## src/rtl/block_out_fifo.sv

```systemverilog
// Output FIFO between the block combiner and an AXI4-Stream sink: first-word-fall-through,
// drop-on-full with a sticky overflow flag. Define BLOCK_OUT_FIFO_BYTESWAP_EN for little-endian byte order on the output.
module block_out_fifo #(
  parameter int BLOCK_SIZE  = 64,
  parameter int DEPTH       = 8,
  parameter int AFULL_LEVEL = DEPTH - 2
) (
  input  logic                      clk,
  input  logic                      rst,
  input  logic [BLOCK_SIZE-1:0]     in_data,
  input  logic                      in_valid,
  input  logic                      in_last,
  input  logic [BLOCK_SIZE/8-1:0]   in_keep,
  output logic [BLOCK_SIZE-1:0]     m_axis_tdata,
  output logic [BLOCK_SIZE/8-1:0]   m_axis_tkeep,
  output logic                      m_axis_tlast,
  output logic                      m_axis_tvalid,
  input  logic                      m_axis_tready,
  output logic [$clog2(DEPTH):0]    fill_level,
  output logic                      almost_full,
  output logic                      overflow
);

  localparam int KW = BLOCK_SIZE / 8;
  localparam int AW = $clog2(DEPTH);
  localparam logic [AW:0] AFULL_CNT = AFULL_LEVEL[AW:0];

  typedef struct packed {
    logic [BLOCK_SIZE-1:0] data;
    logic [KW-1:0]         keep;
    logic                  last;
  } entry_t;

  entry_t      mem_q [DEPTH];
  entry_t      head;
  logic [AW:0] wr_ptr_q, wr_ptr_d;
  logic [AW:0] rd_ptr_q, rd_ptr_d;
  logic        overflow_q, overflow_d;
  logic        empty, full, pop, wr_en;

  // Full is the same slot with opposite wrap bits; empty is identical pointers.
  assign empty = (wr_ptr_q == rd_ptr_q);
  assign full  = (wr_ptr_q[AW] != rd_ptr_q[AW]) && (wr_ptr_q[AW-1:0] == rd_ptr_q[AW-1:0]);
  assign pop   = m_axis_tvalid & m_axis_tready;
  // A push into a full FIFO still lands when the head leaves on the same edge.
  assign wr_en = in_valid & ~rst & (~full | pop);

  // NOTE: combinational blocks use blocking '=' and assign every output first,
  // so no latch is inferred; clocked blocks below use non-blocking '<=' only.
  always_comb begin
    wr_ptr_d   = wr_ptr_q + {{AW{1'b0}}, wr_en};
    rd_ptr_d   = rd_ptr_q + {{AW{1'b0}}, pop};
    overflow_d = overflow_q | (in_valid & full & ~pop);
  end

  always_ff @(posedge clk) begin
    if (rst) begin
      wr_ptr_q   <= '0;
      rd_ptr_q   <= '0;
      overflow_q <= 1'b0;
    end else begin
      wr_ptr_q   <= wr_ptr_d;
      rd_ptr_q   <= rd_ptr_d;
      overflow_q <= overflow_d;
    end
  end

  // NOTE: storage has no reset; the pointers alone decide which entries are live.
  always_ff @(posedge clk) begin
    if (wr_en) begin
      mem_q[wr_ptr_q[AW-1:0]] <= '{data: in_data, keep: in_keep, last: in_last};
    end
  end

  // The head slot is never overwritten while it is unread, so outputs stay stable under stall.
  assign head          = mem_q[rd_ptr_q[AW-1:0]];
  assign m_axis_tvalid = ~empty;
  assign m_axis_tlast  = m_axis_tvalid & head.last;
  assign fill_level    = wr_ptr_q - rd_ptr_q;
  assign almost_full   = (fill_level >= AFULL_CNT);
  assign overflow      = overflow_q;

`ifdef BLOCK_OUT_FIFO_BYTESWAP_EN
  // Stream byte 0 sits at the MSB of the block; AXI wants it on lane 0.
  always_comb begin
    m_axis_tdata = '0;
    m_axis_tkeep = '0;
    for (int k = 0; k < KW; k++) begin
      m_axis_tdata[8*k +: 8] = head.data[BLOCK_SIZE-8-8*k +: 8];
      m_axis_tkeep[k]        = head.keep[KW-1-k];
    end
  end
`else
  assign m_axis_tdata = head.data;
  assign m_axis_tkeep = head.keep;
`endif

endmodule

```

## config.mk

```make
export PLATFORM = sky130hd
export DESIGN_NAME = block_out_fifo
export DESIGN_NICKNAME = d
export VERILOG_FILES = /design/src/rtl/block_out_fifo.sv
export SDC_FILE = /design/constraint.sdc
export NUM_CORES = 1
export LEC_CHECK = 0
export BUFFER_PORTS_ARGS = -buffer_cell sky130_fd_sc_hd__clkbuf_2
export CAP_MARGIN = 30
export CORE_MARGIN = 4
export CORE_UTILIZATION = 50
export CTS_CLUSTER_DIAMETER = 80
export DETAILED_ROUTE_END_ITERATION = 16
export PLACE_DENSITY = 0.74
export SKIP_CTS_REPAIR_TIMING = 1
export SLEW_MARGIN = 0
export SYNTH_ARGS = -nofsm -noshare
export SYNTH_HDL_FRONTEND = slang
export SYNTH_SLANG_ARGS = --single-unit
```

## constraint.sdc

```tcl
create_clock -name clk -period 9 [get_ports clk]
set_clock_uncertainty 0.1 [all_clocks]
set_input_delay 1.35 -clock clk [delete_from_list [all_inputs] [get_ports clk]]
set_output_delay 1.35 -clock clk [all_outputs]
set_load 0.005 [all_outputs]
```

==> results by stage <==
Detailed routing:
- After the first detailed-routing iteration, the DRC count stood at 942.
- The via count of the routed design is 10,600.
- For this run, design rule violations remaining after detail routing come to 0.
- The number of nets with antenna violations after detailed routing is 0.
- The total length of routed wires is 44.5 mm.
- The routed via count divided by cell count is roughly 5.6.
- The mean routed wirelength per cell is 23.5 um.
- The pre-antenna-repair detailed-routing pass consisted of 5 iterations.

GRT:
- The remaining global-route overflow is 0.
- For met1 alone, demand over resource in global routing was 0.258.
- The number of global-route vias before repair is between 10,000 and 15,000.
- The wire length of the first global-routing pass is 67.9 mm.
- For met3 alone, demand over resource in global routing was 0.0321.
- The total routing resource utilization after global routing is 0.187.
- The initial antenna violation count is 3.
- In this run the most used layer during global routing was met2.
- In the global route stage, met2 resource usage came out at 0.316.
- The maximum number of pins on one net before global-route repair is 110.

Clock network:
- The clock tree from TritonCTS is done.
- In this run the clock root is driven by a clkbuf_16.
- The longest clock path from root to sink contains 3 buffers.
- The H-tree was split into 2 levels.
- The clock net in this run drives a total of between 500 and 600 sinks.
- The number of clock buffers added by TritonCTS is 57.
- For the worst-skew pair, the clock arrives at the later sink with an insertion delay of 0.59 ns.
- After clock tree synthesis, the clock-pin slew on the worst setup and hold paths is 0.06 ns.

Floorplan:
- The die is 220 um tall.
- The floorplan row count is 77.
- The number of top-level pins is around 160.
- The effective utilization at floorplan is 0.508.
- The area enclosed by the die boundary is 48,600 um2.
- The die is 220 um wide.
- The core region is approximately 44,000 um2.

Yosys:
- The synthesized area per cell is 21.2 um2.
- By area, the combinational part of the netlist is dominated by multiplexers.
- Yosys attributes the largest share of cell area to edfxtp_1 78%, mux4_2 15%, nand2_1 3.7%, dfxtp_1 0.80%, buf_6 0.80%.
- The post-synthesis compound-gate area fraction was 0.00250.
- After technology mapping, the gate count stands at 1,063.
- Synthesis produced a netlist with a net count of 1,148.
- The count of state elements after synthesis is about 600.
- The multiplexer fraction of the synthesized cell area is 0.146.
- The largest total area in the synthesized netlist belongs to edfxtp_1.
- The top cell type's share of synthesized area is 0.777.
- The share of the Yosys chip area taken by registers is 0.785.
- The cell area after synthesis is 22,600 um2.
- Of the total synthesized cell area, the portion taken by full adders, half adders and majority gates is 0.00477.
- The number of unique standard cell types used by synthesis is 29.
- Of the total synthesized cell area, the portion taken by AND, OR, NAND and NOR gates is 0.0433.
- The fraction of synthesized cell area in xor and xnor cells is 0.00272.
- During synthesis, Yosys emitted a total of 0 warnings.

Pwr:
- The internal power of the cells totals around 0.0046 W.
- The total power is 0.00580 W.
- In this run the power spent charging and discharging nets is between 0.001 and 0.0015 W.
- The share of total power dissipated in combinational logic is 0.088.
- The power density over cell area is 224 nW/um2.
- Of the total power, the clock network draws 0.378.
- VDD sags by at most 0.000146 V.
- Of the total power, registers draw 0.534.
- Of the total power, the share spent switching nets is 0.213.
- The leakage power total is 8.57 nW.

Layout:
- The layout has 3,208 filler cells.
- The area of combinational cells with multiple inputs is 4530 um2.
- In the final layout, flip-flops and latches occupy 17,700 um2.
- The final cell area excluding filler cells is 25,900 um2.
- The area growth from synthesis to final layout is 14.7%.
- The ratio of cells with drive above 1 in the final layout is 0.319.
- After the last flow step, the layout net total stands at roughly 1,300.
- The final cell count without fillers is between 1,500 and 2,000.

Setup path:
- Data arrives at the worst endpoint at ~3.4 ns.
- The end of the worst register-to-register path is mem_q[7][25]$_DFFE_PP_.
- The worst-case register-to-register setup slack is about 5.1 ns.
- The kind of capture point of the worst setup path is a primary output.
- The worst setup path category is reg2out.
- Among all stages on the critical path, the largest delay is contributed by dfxtp_4.
- The critical path goes through buf_12, mux4_2, nand2_1, a21boi_0, clkbuf_2.
- At the worst endpoint, the required time is 7.55 ns.
- The startpoint identified for the worst register-to-register timing path is rd_ptr_q[0]$_SDFF_PP0_.
- The maximum fanout count along the critical path is 109.
- Counting cells, the worst reg-to-reg path comes to 5.
- The largest single stage delay on the critical path is around 0.9 ns.
- The startpoint class of the critical path is a flip-flop.

Placement:
- The cell area reported after detailed placement is 24,000 um2.
- The placer congestion estimate is between 0.6 and 0.7.
- The worst setup slack after placement is 4.63 ns.
- Counting tap cells, the placed design contains a total of 1,782 instances.
- The HPWL reported at the end of detailed placement is between 20 and 25 mm.
- Input and output buffers added on the ports amount to 156.

Timing:
- The count of final hold-check violations is 0.
- The tightest hold margin is 0.379 ns.
- The worst path in the final design needs a cycle of 4.82 ns, including I/O delays and setup.
- The worst slew slack as a fraction of its limit is 0.327.
- Setup repair after global routing left no endpoint under its margin.
- The transition time of the tightest slew-check pin is 1.01 ns.
- The worst path meets setup with 4.18 ns of slack.
- The maximum clock frequency is 208 MHz.
- Setup violations remaining at the end of the flow were counted as 0.
- The final count of pins violating max slew is 0.
- The final clock period utilization by the worst path is 0.535.

Flow run:
- Across the run, the number of max-cap violations was 0.

Hold path:
- The worst hold path terminates at overflow$_SDFF_PP0_.
- Along the worst hold path, the cell count comes to 1.
- The launch instance of the worst min-delay path is overflow$_SDFF_PP0_.
- The worst hold path belongs to the class reg2reg.

Outcome:
- The run finished with clean final reports.
==> final cells by class <==
class,instances,share of cell area
diodes,2,0.000193
clock buffers,73,0.0583
clock inverters,32,0.00793
inverters,8,0.00121
multi-input cells,412,0.175
flip-flops and latches,593,0.685
well taps,592,0.0286
repair buffers,181,0.0435
==> cell families (layout without fill, tap and decap cells) <==
family / count (synthesis) / after routing
xor+xnor: 7 / 7
mux: 146 / 146
buf+inv: 58 / 294
flops: 593 / 593
compound gates: 6 / 6
other cells: 0 / 2
simple gates: 245 / 245
fa+ha+maj: 8 / 8
==> through the flow <==
| step | util | TNS [ns] |
|---|---|---|
| 2_1_floorplan | - | -142.75 |
| 3_3_place_gp | 0.539 | 0 |
| 3_5_place_dp | 0.541 | 0 |
| 4_1_cts | 0.580 | 0 |
| 5_1_grt | 0.582 | 0 |
| 6_report | 0.583 | 0 |
==> worst max path at each step <==
stage / from / end / slack [ns] / cells after the start
after floorplan: rst / mem_q[0][0]$_DFFE_PP_ / -0.49 / 4
after global placement: rd_ptr_q[0]$_SDFF_PP0_ / m_axis_tlast / 4.62 / 5
after detailed placement: rd_ptr_q[0]$_SDFF_PP0_ / m_axis_tlast / 4.63 / 5
after CTS: rd_ptr_q[0]$_SDFF_PP0_ / m_axis_tlast / 3.97 / 5
after global routing: rd_ptr_q[0]$_SDFF_PP0_ / m_axis_tlast / 3.85 / 5
final: rd_ptr_q[0]$_SDFF_PP0_ / m_axis_tlast / 4.18 / 5
==> state kept, by name, summed over array words and instances, names as in the netlist <==
signal and flops:
rd_ptr_q 4, wr_ptr_q 4, overflow 1, mem_q 584
==> layout by cell type (no fill, tap or decap), types with 4 or more instances in the layout <==
master,Yosys,final
clkbuf_16,0,58
nor4_2,0,4
ha_1,7,7
nor2_1,5,5
clkinv_2,0,11
buf_16,0,6
mux4_2,146,146
clkbuf_1,21,15
buf_4,0,16
inv_1,7,6
edfxtp_1,584,584
dfxtp_1,9,6
clkbuf_2,0,156
nand2_1,220,220
xnor2_1,4,4
nor2b_1,4,4
clkinv_1,0,17
==> Yosys cell counts (all sizes together) <==
cell type,number
nor2,5
nor2b,4
xor2,3
o21ai,1
a21oi,2
nor4b,1
ha,7
clkbuf,21
nand3b,1
mux4,146
nor4,4
nand2,220
o311ai,1
nor3,2
nand3,3
inv,8
fa,1
and3,1
o21a,1
buf,29
or2b,1
xnor2,4
a21boi,1
dfxtp,9
and2,1
edfxtp,584
and4,2
==> per-layer routing <==
layer,up-vias,part of all wire
li1,4653,-
met1,5560,0.42
met2,290,0.51
met3,64,0.058
met4,2,0.018
met5,-,0.00029
==> power by group through the flow <==
stage | registers (W) | clock network (W) | logic [W]
after floorplan | 0.00314 | 0 | 0.000380
after global placement | 0.00316 | 0 | 0.000513
after detailed placement | 0.00316 | 0 | 0.000521
after CTS | 0.00310 | 0.00224 | 0.000524
after global routing | 0.00310 | 0.00236 | 0.000563
final | 0.00310 | 0.00219 | 0.000511
==> critical path: cells and delay by family (launching register included) <==
kind / cells / cell delay (ns)
buf+inv: 2 / 0.97
simple gates: 1 / 0.05
compound gates: 1 / 0.39
mux: 1 / 0.37
flops: 1 / 0.90
No activity file was read; power rests on OpenSTA's default activity.
